<file path="src/rtl/multicycle_main_controller.sv">
// Multi-cycle control FSM for the RV32I core: sequences each instruction through the
// shared-ALU / single-memory datapath, with a ready handshake, memory timeout and sticky trap.
module multicycle_main_controller #(
  parameter int MEM_TIMEOUT = 16,
  parameter bit ENABLE_U    = 1'b1
) (
  input  logic       clk,
  input  logic       rst_n,
  input  logic [6:0] opcode,
  input  logic       mem_ready,
  output logic       mem_req,
  output logic       mem_we,
  output logic       adr_src,
  output logic       ir_write,
  output logic       pc_write,
  output logic       branch,
  output logic       reg_write,
  output logic [1:0] alu_src_a,
  output logic [1:0] alu_src_b,
  output logic [1:0] alu_op,
  output logic [1:0] result_src,
  output logic [2:0] imm_src,
  output logic       trap,
  output logic [1:0] trap_cause,
  output logic [3:0] state_dbg
);

  typedef enum logic [3:0] {
    S_FETCH    = 4'd0,
    S_DECODE   = 4'd1,
    S_MEMADR   = 4'd2,
    S_MEMREAD  = 4'd3,
    S_MEMWB    = 4'd4,
    S_MEMWRITE = 4'd5,
    S_EXECR    = 4'd6,
    S_EXECI    = 4'd7,
    S_ALUWB    = 4'd8,
    S_BRANCH   = 4'd9,
    S_JAL      = 4'd10,
    S_UPPER    = 4'd12,
    S_IDLE     = 4'd14,
    S_TRAP     = 4'd15
  } state_t;

  typedef enum logic [1:0] {
    CAUSE_NONE    = 2'b00,
    CAUSE_ILLEGAL = 2'b01,
    CAUSE_TIMEOUT = 2'b10
  } cause_t;

  localparam logic [6:0] OP_LOAD   = 7'b0000011;
  localparam logic [6:0] OP_STORE  = 7'b0100011;
  localparam logic [6:0] OP_RTYPE  = 7'b0110011;
  localparam logic [6:0] OP_ITYPE  = 7'b0010011;
  localparam logic [6:0] OP_BRANCH = 7'b1100011;
  localparam logic [6:0] OP_JAL    = 7'b1101111;
  localparam logic [6:0] OP_LUI    = 7'b0110111;
  localparam logic [6:0] OP_AUIPC  = 7'b0010111;

  // The counter must be able to hold MEM_TIMEOUT itself: a request may stall for
  // MEM_TIMEOUT cycles and still complete in the cycle the count sits at the limit.
  localparam bit               TIMEOUT_EN = (MEM_TIMEOUT > 0);
  localparam int               CNT_W      = TIMEOUT_EN ? $clog2(MEM_TIMEOUT + 1) : 1;
  localparam logic [CNT_W-1:0] CNT_LIMIT  = CNT_W'(MEM_TIMEOUT);

  state_t           state_q, state_d;
  cause_t           cause_q, cause_d;
  logic             trap_q, trap_d;
  logic [CNT_W-1:0] cnt_q;

  logic is_load, is_store, is_rtype, is_itype, is_branch, is_jal, is_lui, is_auipc;
  logic is_upper, timeout;

  assign is_load   = (opcode == OP_LOAD);
  assign is_store  = (opcode == OP_STORE);
  assign is_rtype  = (opcode == OP_RTYPE);
  assign is_itype  = (opcode == OP_ITYPE);
  assign is_branch = (opcode == OP_BRANCH);
  assign is_jal    = (opcode == OP_JAL);
  assign is_lui    = (opcode == OP_LUI);
  assign is_auipc  = (opcode == OP_AUIPC);
  assign is_upper  = ENABLE_U && (is_lui || is_auipc);

  assign timeout = TIMEOUT_EN && (cnt_q == CNT_LIMIT) && !mem_ready;

  // NOTE: state-holding logic uses non-blocking assignments so every flop samples
  // the pre-edge values; blocking here would create order-dependent simulation races.
  always_ff @(posedge clk or negedge rst_n) begin
    if (!rst_n) begin
      state_q <= S_IDLE;
      trap_q  <= 1'b0;
      cause_q <= CAUSE_NONE;
    end else begin
      state_q <= state_d;
      trap_q  <= trap_d;
      cause_q <= cause_d;
    end
  end

  // Counts consecutive unanswered cycles of the current request only.
  always_ff @(posedge clk or negedge rst_n) begin
    if (!rst_n) begin
      cnt_q <= '0;
    end else if (TIMEOUT_EN && mem_req && !mem_ready && (state_d == state_q)) begin
      cnt_q <= cnt_q + CNT_W'(1);
    end else begin
      cnt_q <= '0;
    end
  end

  // NOTE: every signal written here gets a default first, so no path through the
  // case statement can leave one unassigned and infer a latch.
  always_comb begin
    state_d    = state_q;
    trap_d     = trap_q;
    cause_d    = cause_q;
    mem_req    = 1'b0;
    mem_we     = 1'b0;
    adr_src    = 1'b0;
    ir_write   = 1'b0;
    pc_write   = 1'b0;
    branch     = 1'b0;
    reg_write  = 1'b0;
    alu_src_a  = 2'b00;
    alu_src_b  = 2'b00;
    alu_op     = 2'b00;
    result_src = 2'b00;

    case (state_q)
      S_IDLE: state_d = S_FETCH;

      S_FETCH: begin
        mem_req    = 1'b1;
        alu_src_b  = 2'b10;
        result_src = 2'b10;
        if (mem_ready) begin
          ir_write = 1'b1;
          pc_write = 1'b1;
          state_d  = S_DECODE;
        end
      end

      // ALUOut <= OldPC + imm, the branch/JAL target, whatever the instruction turns out to be.
      S_DECODE: begin
        alu_src_a = 2'b01;
        alu_src_b = 2'b01;
        if (is_load || is_store) begin
          state_d = S_MEMADR;
        end else if (is_rtype) begin
          state_d = S_EXECR;
        end else if (is_itype) begin
          state_d = S_EXECI;
        end else if (is_branch) begin
          state_d = S_BRANCH;
        end else if (is_jal) begin
          state_d = S_JAL;
        end else if (is_upper) begin
          state_d = S_UPPER;
        end else begin
          state_d = S_TRAP;
          trap_d  = 1'b1;
          cause_d = CAUSE_ILLEGAL;
        end
      end

      S_MEMADR: begin
        alu_src_a = 2'b10;
        alu_src_b = 2'b01;
        state_d   = is_store ? S_MEMWRITE : S_MEMREAD;
      end

      S_MEMREAD: begin
        mem_req = 1'b1;
        adr_src = 1'b1;
        if (mem_ready) state_d = S_MEMWB;
      end

      S_MEMWB: begin
        result_src = 2'b01;
        reg_write  = 1'b1;
        state_d    = S_FETCH;
      end

      S_MEMWRITE: begin
        mem_req = 1'b1;
        mem_we  = 1'b1;
        adr_src = 1'b1;
        if (mem_ready) state_d = S_FETCH;
      end

      S_EXECR: begin
        alu_src_a = 2'b10;
        alu_op    = 2'b10;
        state_d   = S_ALUWB;
      end

      S_EXECI: begin
        alu_src_a = 2'b10;
        alu_src_b = 2'b01;
        alu_op    = 2'b10;
        state_d   = S_ALUWB;
      end

      S_ALUWB: begin
        reg_write = 1'b1;
        state_d   = S_FETCH;
      end

      S_BRANCH: begin
        alu_src_a = 2'b10;
        alu_op    = 2'b01;
        branch    = 1'b1;
        state_d   = S_FETCH;
      end

      // PC takes the target from ALUOut while the live ALU forms the link value OldPC+4.
      S_JAL: begin
        alu_src_a = 2'b01;
        alu_src_b = 2'b10;
        pc_write  = 1'b1;
        state_d   = S_ALUWB;
      end

      S_UPPER: begin
        alu_src_a = is_lui ? 2'b11 : 2'b01;
        alu_src_b = 2'b01;
        state_d   = S_ALUWB;
      end

      S_TRAP: state_d = S_TRAP;

      default: state_d = S_IDLE;
    endcase

    // mem_req is only raised in FETCH, MEMREAD and MEMWRITE, so this covers all three.
    if (mem_req && timeout) begin
      state_d = S_TRAP;
      trap_d  = 1'b1;
      cause_d = CAUSE_TIMEOUT;
    end
  end

  always_comb begin
    imm_src = 3'b000;
    if (is_store)                imm_src = 3'b001;
    else if (is_branch)          imm_src = 3'b010;
    else if (is_jal)             imm_src = 3'b011;
    else if (is_lui || is_auipc) imm_src = 3'b100;
  end

  assign trap       = trap_q;
  assign trap_cause = cause_q;
  assign state_dbg  = state_q;

endmodule

</file>
<file path="config.mk">
export PLATFORM = sky130hd
export DESIGN_NAME = multicycle_main_controller
export DESIGN_NICKNAME = d
export VERILOG_FILES = /design/src/rtl/multicycle_main_controller.sv
export SDC_FILE = /design/constraint.sdc
export NUM_CORES = 1
export LEC_CHECK = 0
export ABC_AREA = 1
export CAP_MARGIN = 20
export CORE_MARGIN = 10
export CORE_UTILIZATION = 49
export CTS_BUF_LIST = sky130_fd_sc_hd__clkbuf_4 sky130_fd_sc_hd__clkbuf_8
export DETAILED_ROUTE_END_ITERATION = 16
export PLACE_DENSITY_LB_ADDON = 0.3
export SLEW_MARGIN = 30
export SYNTH_ARGS = -nofsm -noshare
export SYNTH_HDL_FRONTEND = slang
export SYNTH_SLANG_ARGS = --single-unit
</file>
<file path="constraint.sdc">
create_clock -name clk -period 2.2 [get_ports clk]
set_input_delay 0.66 -clock clk [delete_from_list [all_inputs] [get_ports clk]]
set_output_delay 0.66 -clock clk [all_outputs]
set_load 0.02 [all_outputs]
</file>
==> flow_summary.toml, run 1 <==
[clock_network]
clk_path_buf_depth = 2
cts_resized = 114
cts_num_sinks = 12
cts_max_level = 1
cts_hold_buf = 0
post_cts_buffers = 5
cts_buffers = 3
clock-root-buffer = "clkbuf_4"

[logic_synthesis]
synth_mux_area_share_pct = 0
synthAdderAreaFrac_pct = 2.646
synth-xor-area-share_pct = 2.778
synth_area_um2 = 945.9
synth_top_family_by_area = "simple AND/OR/NAND/NOR gates"
syn_nets = 152
avgSynthCellArea_um2 = 6.756
synth_top_cell_area_share_pct = 23.81
ys_warn_count = 0
synth_cell_types = 25
ys_seq_area_share_pct = 32.14
ys_ff_latch = 12
synth_compound_area_share_pct = 6.085
synth-simple-area-share_pct = 45.24
synth_area_leaders = "dfrtp_1 (24%), nand2_1 (9.9%), nor2_1 (9.9%)"
synth_area_leader_cell = "dfrtp_1"
synth_flop_cell = "dfrtp_1"
synthCells = 140
synthArstFlopShare_pct = 100.0
synth_edf_count = 0

[die]
pin_count = 35
die_x_um = 63.94
rows = 15
start_util_pct = 53.05
dieHeight_um = 63.94

[status]
run_status = "aborted with a tool error"
haltStage = "clock tree synthesis (4_1_cts)"
toolErrorMsg = "[ERROR DPL-0033] detailed placement checks failed during check placement."

[place]
placed_cell_area_um2 = 1608
gp_congestion = 0.8404
hpwl_mm = 3.082
io_buffers = 34
cells in the mapped netlist (3+ instances only):
master,count
a21oi_1,3
nand2_2,8
dfrtp_1,9
inv_2,4
dfstp_2,3
nand2_1,25
inv_1,24
nand3_1,15
o21ai_0,4
nor2_1,25
stage by stage:
stage               util [%]  cells  TNS (ns)  setup slack (ns)
floorplan                  -    140         0           0.06289
global placement       90.18    236    -3.976           -0.6641
detailed placement     90.18    236    -5.006           -0.7649
logic make-up after synthesis:
group	count (synthesis)
simple gates	85
buf+inv	28
flops	12
compound gates	10
xor+xnor	3
fa+ha+maj	2
==> inputs of run 2 (changes only) <==
--- a/config.mk
+++ b/config.mk
@@ -7,11 +7,10 @@
 export LEC_CHECK = 0
 export ABC_AREA = 1
 export CAP_MARGIN = 20
-export CORE_MARGIN = 10
-export CORE_UTILIZATION = 49
-export CTS_BUF_LIST = sky130_fd_sc_hd__clkbuf_4 sky130_fd_sc_hd__clkbuf_8
+export CORE_AREA = 10 10 71 73
 export DETAILED_ROUTE_END_ITERATION = 16
-export PLACE_DENSITY_LB_ADDON = 0.3
+export DIE_AREA = 0 0 81 83
+export PLACE_DENSITY_LB_ADDON = 0.15
 export SLEW_MARGIN = 30
 export SYNTH_ARGS = -nofsm -noshare
 export SYNTH_HDL_FRONTEND = slang
==> flow_summary.toml, run 2 <==
[status]
run_status = "complete, no violations"

[finish]
num-nets-final = 248
drive_gt1_share_pct = 52.77
area_growth_pct = 90.74
final_common_cell = "buf_4"
top_register = "cnt_q"
antenna_cells = 0
final_cell_mix = "buf_4 (57), inv_1 (22), nand2_1 (19)"
final_core_util_pct = 49.66
largest_reg_flops = 5

[die]
die_x_um = 81
pin_count = 35
rows = 22
dieHeight_um = 83
coreArea_um2 = 3633
start_util_pct = 26.03
dieArea_um2 = 6723

[logic_synthesis]
ys_warn_count = 0
synthCells = 140
synth_top_cell_area_share_pct = 23.81
synth_area_leader_cell = "dfrtp_1"
synth_cell_types = 25
synth_area_leaders = "dfrtp_1 (24%), nand2_1 (9.9%), nor2_1 (9.9%)"
synth_mux_area_share_pct = 0
synth_compound_area_share_pct = 6.085
ys_ff_latch = 12
synthArstFlopShare_pct = 100.0
synth-xor-area-share_pct = 2.778
synth_flop_cell = "dfrtp_1"
avgSynthCellArea_um2 = 6.756
synth_commonest_cells = "nand2_1 (25), nor2_1 (25), inv_1 (24)"
synthAdderAreaFrac_pct = 2.646
synth_top_family_by_area = "simple AND/OR/NAND/NOR gates"
synth-simple-area-share_pct = 45.24
synth_area_um2 = 945.9
synth_edf_count = 0
ys_seq_area_share_pct = 32.14
syn_nets = 152

[critical_path]
crit_chain = "clkdlybuf4s15_1 -> nand2_2 -> buf_6 -> nor2_4 -> nand2_2 -> nand2_1 -> buf_6"
cp_slowest_cell = "clkdlybuf4s15_1"
required_ns = 1.54
critical_path_class = "in2out"
crit_fanout = 3
max_stage_delay_ns = 0.17
critical-path-top-delay-family = "simple AND/OR/NAND/NOR gates"
rr_worst_depth = 11
end_kind = "output pin"
cp_num_buf_inv = 3
r2r_start = "state_dbg[2]$_DFF_PN1_"
rr_endpoint = "cnt_q[3]$_DFF_PN0_"
cp.arrival_ns = 1.52
rrSetupSlack_ns = 0.53
start_kind = "input port"

[worst_hold_path]
hp-start = "trap_cause[1]$_DFFE_PN0P_"
min_to = "trap_cause[1]$_DFFE_PN0P_"
hp-class = "reg2reg"
hold_depth = 2

[timing]
hold_slack_ns = 0.4750
rsz0062_at_grt = "true"
finalSetupViolCount = 0
timing.fmax_ghz = 0.4582
fin_skew_ns = 0.001373
final.period_utilization_pct = 99.20
slew_headroom_pct = 66.09
finalMaxSlewViolations = 0
fin_crit_ns = 2.182
worstMarginPinSlew_ns = 0.5071
hold_viol = 0

[route]
drtAntennaViolNets = 0
wl_per_cell_um = 12.24
wl_mm = 3.463
vias_per_cell = 4.254
drc_errors = 0
drtIter0Drc = 55
vias = 1204
dr.pass1.iters = 4

[pwr]
p_leak_nw = 1.056
p_total_w = 0.0005137
ir_drop_uv = 363.8
power_density_nw_per_um2 = 284.7

[global_route]
grt_overflow = 0
grt_pass1_vias = 1288
grt_pass1_wl_mm = 5.699
grt_usage_pct = 10.14
grt_start_max_net_pins = 13
antenna_found_initial = 0

[run]
max-cap-violations = 0

[clock_network]
cts_hold_buf = 0
tritoncts = "built"
insertion_delay_ns = 0.24
clk_path_buf_depth = 2
cts_max_level = 1
cts_buffers = 3
clock-root-buffer = "clkbuf_8"
cts.clk_slew.worst_paths_ns = 0.05
cts_num_sinks = 12

[place]
io_buffers = 34
gp_congestion = 0.8731
hpwl_mm = 2.644
-- run 2: cell counts after synthesis --
No cell type changed its count.
-- run 2: what timing repair did --
item / 4_1_cts / 5_1_grt
setup endpoints to repair: 19 / 17
resized for setup: 89 / 34
setup buffers: 18 / 1
pin swaps: 12 / 9
-- run 2: power breakdown --
group | leakage (nW) | internal [W] | switching [W]
Combinational | 0.880 | 0.0000293 | 0.0000259
Sequential | 0.147 | 0.000221 | 0
Clock | 0.0288 | 0.000158 | 0.0000792
Total | 1.06 | 0.000409 | 0.000105
-- run 2: through the flow --
| stage | cell area (um2) | std cells | setup WS, ns | setup TNS, ns |
|---|---|---|---|---|
| after floorplan | 945.9 | 140 | 0.06289 | 0 |
| after global placement | 1632 | 260 | -0.7793 | -4.377 |
| after detailed placement | 1632 | 260 | -0.8165 | -4.544 |
| after global routing | 1804 | 283 | -0.01754 | -0.02367 |
| final | 1804 | 283 | 0.01763 | 0 |
| after CTS | 1823 | 282 | 0.001163 | 0 |
-- run 2: tightest hold or removal path, delay by kind of cell, from the launching register on --
family | cells | cell delay, ns
AND/OR/NAND/NOR | 2 | 0.09
flip-flops | 1 | 0.35
-- run 2: per-layer routing --
layer	part of all wire, %	GRT usage [%]
met1	44	12.17
met4	2.5	4.851
met2	48	16.64
met5	0	0
met3	5.6	1.832
-- run 2: cell type report --
| class | instances | area (um2) |
|---|---|---|
| inverter | 28 | 105.1 |
| multi-input combinational | 100 | 590.6 |
| sequential | 12 | 304.0 |
| tap | 48 | 60.06 |
| clock buffer | 4 | 55.05 |
| timing repair buffer | 91 | 689.4 |
| fill | 377 | 1829 |
-- run 2: how the worst max path moves through the flow --
stage	cells after the start	endpoint	start
after global placement	6	alu_src_a[1]	opcode[2]
after CTS	6	result_src[1]	state_dbg[2]$_DFF_PN1_
after global routing	6	alu_src_a[1]	state_dbg[3]$_DFF_PN1_
after floorplan	5	pc_write	state_dbg[0]$_DFF_PN0_
after detailed placement	6	alu_src_a[1]	opcode[2]
final	7	imm_src[0]	opcode[0]
-- run 2: logic make-up after synthesis --
| group | after synthesis |
|---|---|
| AOI/OAI and AO/OA | 10 |
| xor gates and xnor gates | 3 |
| adders and majority gates | 2 |
| buffers and inverters | 28 |
| DFF | 12 |
| and+or+nand+nor | 85 |
No activity file was read; power rests on OpenSTA's default activity.
==> inputs of run 3 (changes only) <==
--- a/config.mk
+++ b/config.mk
@@ -10,6 +10,7 @@
 export CORE_AREA = 10 10 71 73
 export DETAILED_ROUTE_END_ITERATION = 16
 export DIE_AREA = 0 0 81 83
+export DONT_BUFFER_PORTS = 1
 export PLACE_DENSITY_LB_ADDON = 0.15
 export SLEW_MARGIN = 30
 export SYNTH_ARGS = -nofsm -noshare
==> flow_summary.toml, run 3 (synthesis results as in run 2) <==
[status]
run_status = "complete, no violations"

[die]
coreArea_um2 = 3633
rows = 22
dieHeight_um = 83
pin_count = 35
start_util_pct = 26.03
die_x_um = 81
dieArea_um2 = 6723

[critical_path]
max_stage_delay_ns = 0.68
cp.arrival_ns = 1.52
cp_slowest_cell = "dfstp_2"
end_kind = "output pin"
required_ns = 1.54
crit_chain = "inv_4 -> nor2_4 -> nand2_2 -> inv_2 -> nor3_2 -> o21ai_1 -> buf_4"
cp_num_buf_inv = 3
start_kind = "flip-flop"
critical-path-top-delay-family = "flip-flops"
crit_fanout = 7
critical_path_class = "reg2out"

[timing]
finalMaxSlewViolations = 0
fin_skew_ns = 0.004220
finalSetupViolCount = 0
hold_slack_ns = 0.1108
fin_crit_ns = 2.177
hold_viol = 0
timing.fmax_ghz = 0.4593
final.period_utilization_pct = 98.96
rsz0062_at_grt = "true"
setup_tns_ns = 0
worstMarginPinSlew_ns = 0.3943
slew_headroom_pct = 73.62

[pwr]
power_density_nw_per_um2 = 389.6
p_leak_nw = 0.6999
ir_drop_uv = 213.2

[clock_network]
cts_max_level = 1
insertion_delay_ns = 0.24
clock-root-buffer = "clkbuf_8"
tritoncts = "built"
cts_buffers = 3
cts_num_sinks = 12
cts.clk_slew.worst_paths_ns = 0.06
clk_path_buf_depth = 2
cts_hold_buf = 0

[global_route]
grt_usage_pct = 7.891
grt_pass1_vias = 908
antenna_found_initial = 0
grt_start_max_net_pins = 13
grt_overflow = 0
grt_pass1_wl_mm = 4.312

[route]
wl_mm = 2.710
drtAntennaViolNets = 0
drc_errors = 0
dr.pass1.iters = 4
drtIter0Drc = 18
wl_per_cell_um = 13.16
vias_per_cell = 4.432
vias = 913

[run]
max-cap-violations = 0

[finish]
largest_reg_flops = 5
top_register = "cnt_q"
area_growth_pct = 27.78
final_cell_mix = "nand2_1 (23), nor2_1 (22), inv_1 (21)"
antenna_cells = 0
drive_gt1_share_pct = 32.91
fillers = 400
num-nets-final = 171
final_common_cell = "nand2_1"
final_core_util_pct = 33.26
fin_area_um2 = 1209

[place]
hpwl_mm = 2.203
io_buffers = 0
placed_cell_area_um2 = 1074
gp_congestion = 0.8519

[worst_hold_path]
hp-class = "in2async"
run 3: stage by stage:
stage | setup slack [ns] | total power, W | cells
after floorplan | 0.06289 | 0.0002338 | 140
after global placement | 0.1774 | 0.0002351 | 197
after detailed placement | 0.1518 | 0.0002352 | 197
after CTS | -0.02354 | 0.0004796 | 202
after global routing | -0.09361 | 0.0004938 | 206
final | 0.02281 | 0.0004709 | 206
run 3: final timing paths:
| check | from | endpoint | slack [ns] | depth (start not counted) |
|---|---|---|---|---|
| max in group asynchronous | rst_n | state_dbg[1]$_DFF_PN1_ | 1.92 | 0 |
| hold reg to reg | cnt_q[0]$_DFF_PN0_ | cnt_q[0]$_DFF_PN0_ | 0.49 | 1 |
| hold / removal | rst_n | cnt_q[1]$_DFF_PN0_ | 0.11 | 0 |
| setup reg to reg | state_dbg[1]$_DFF_PN1_ | cnt_q[0]$_DFF_PN0_ | 0.60 | 9 |
| setup / recovery | state_dbg[1]$_DFF_PN1_ | alu_src_a[1] | 0.02 | 7 |
| min in group clk | cnt_q[0]$_DFF_PN0_ | cnt_q[0]$_DFF_PN0_ | 0.49 | 1 |
run 3: timing repair:
item                                    in CTS  in global routing
pin swaps                                    1                  2
endpoints found under the setup margin       2                  8
setup buffers                                1                  4
gates resized for setup                      7                  9
run 3: final cells by class:
| cell class | instances | area [um2] | share of cell area (%) |
|---|---|---|---|
| inverter | 28 | 110.1 | 9.110 |
| sequential | 12 | 304.0 | 25.16 |
| clock buffer | 4 | 55.05 | 4.555 |
| multi-input combinational | 100 | 574.3 | 47.52 |
| tap | 48 | 60.06 | 4.969 |
| timing repair buffer | 14 | 105.1 | 8.696 |
run 3: power by group:
part / switching (W) / internal (W)
clock network: 0.0000812 / 0.000158
registers: 0 / 0.000221
logic: 0.00000762 / 0.00000282
run 3: layer usage:
layer,vias up,track usage [%],part of all wire [%]
met5,-,0,0
met4,0,3.599,1.3
met3,4,2.802,7.4
met2,27,12.18,48
met1,410,9.418,43
li1,472,-,-
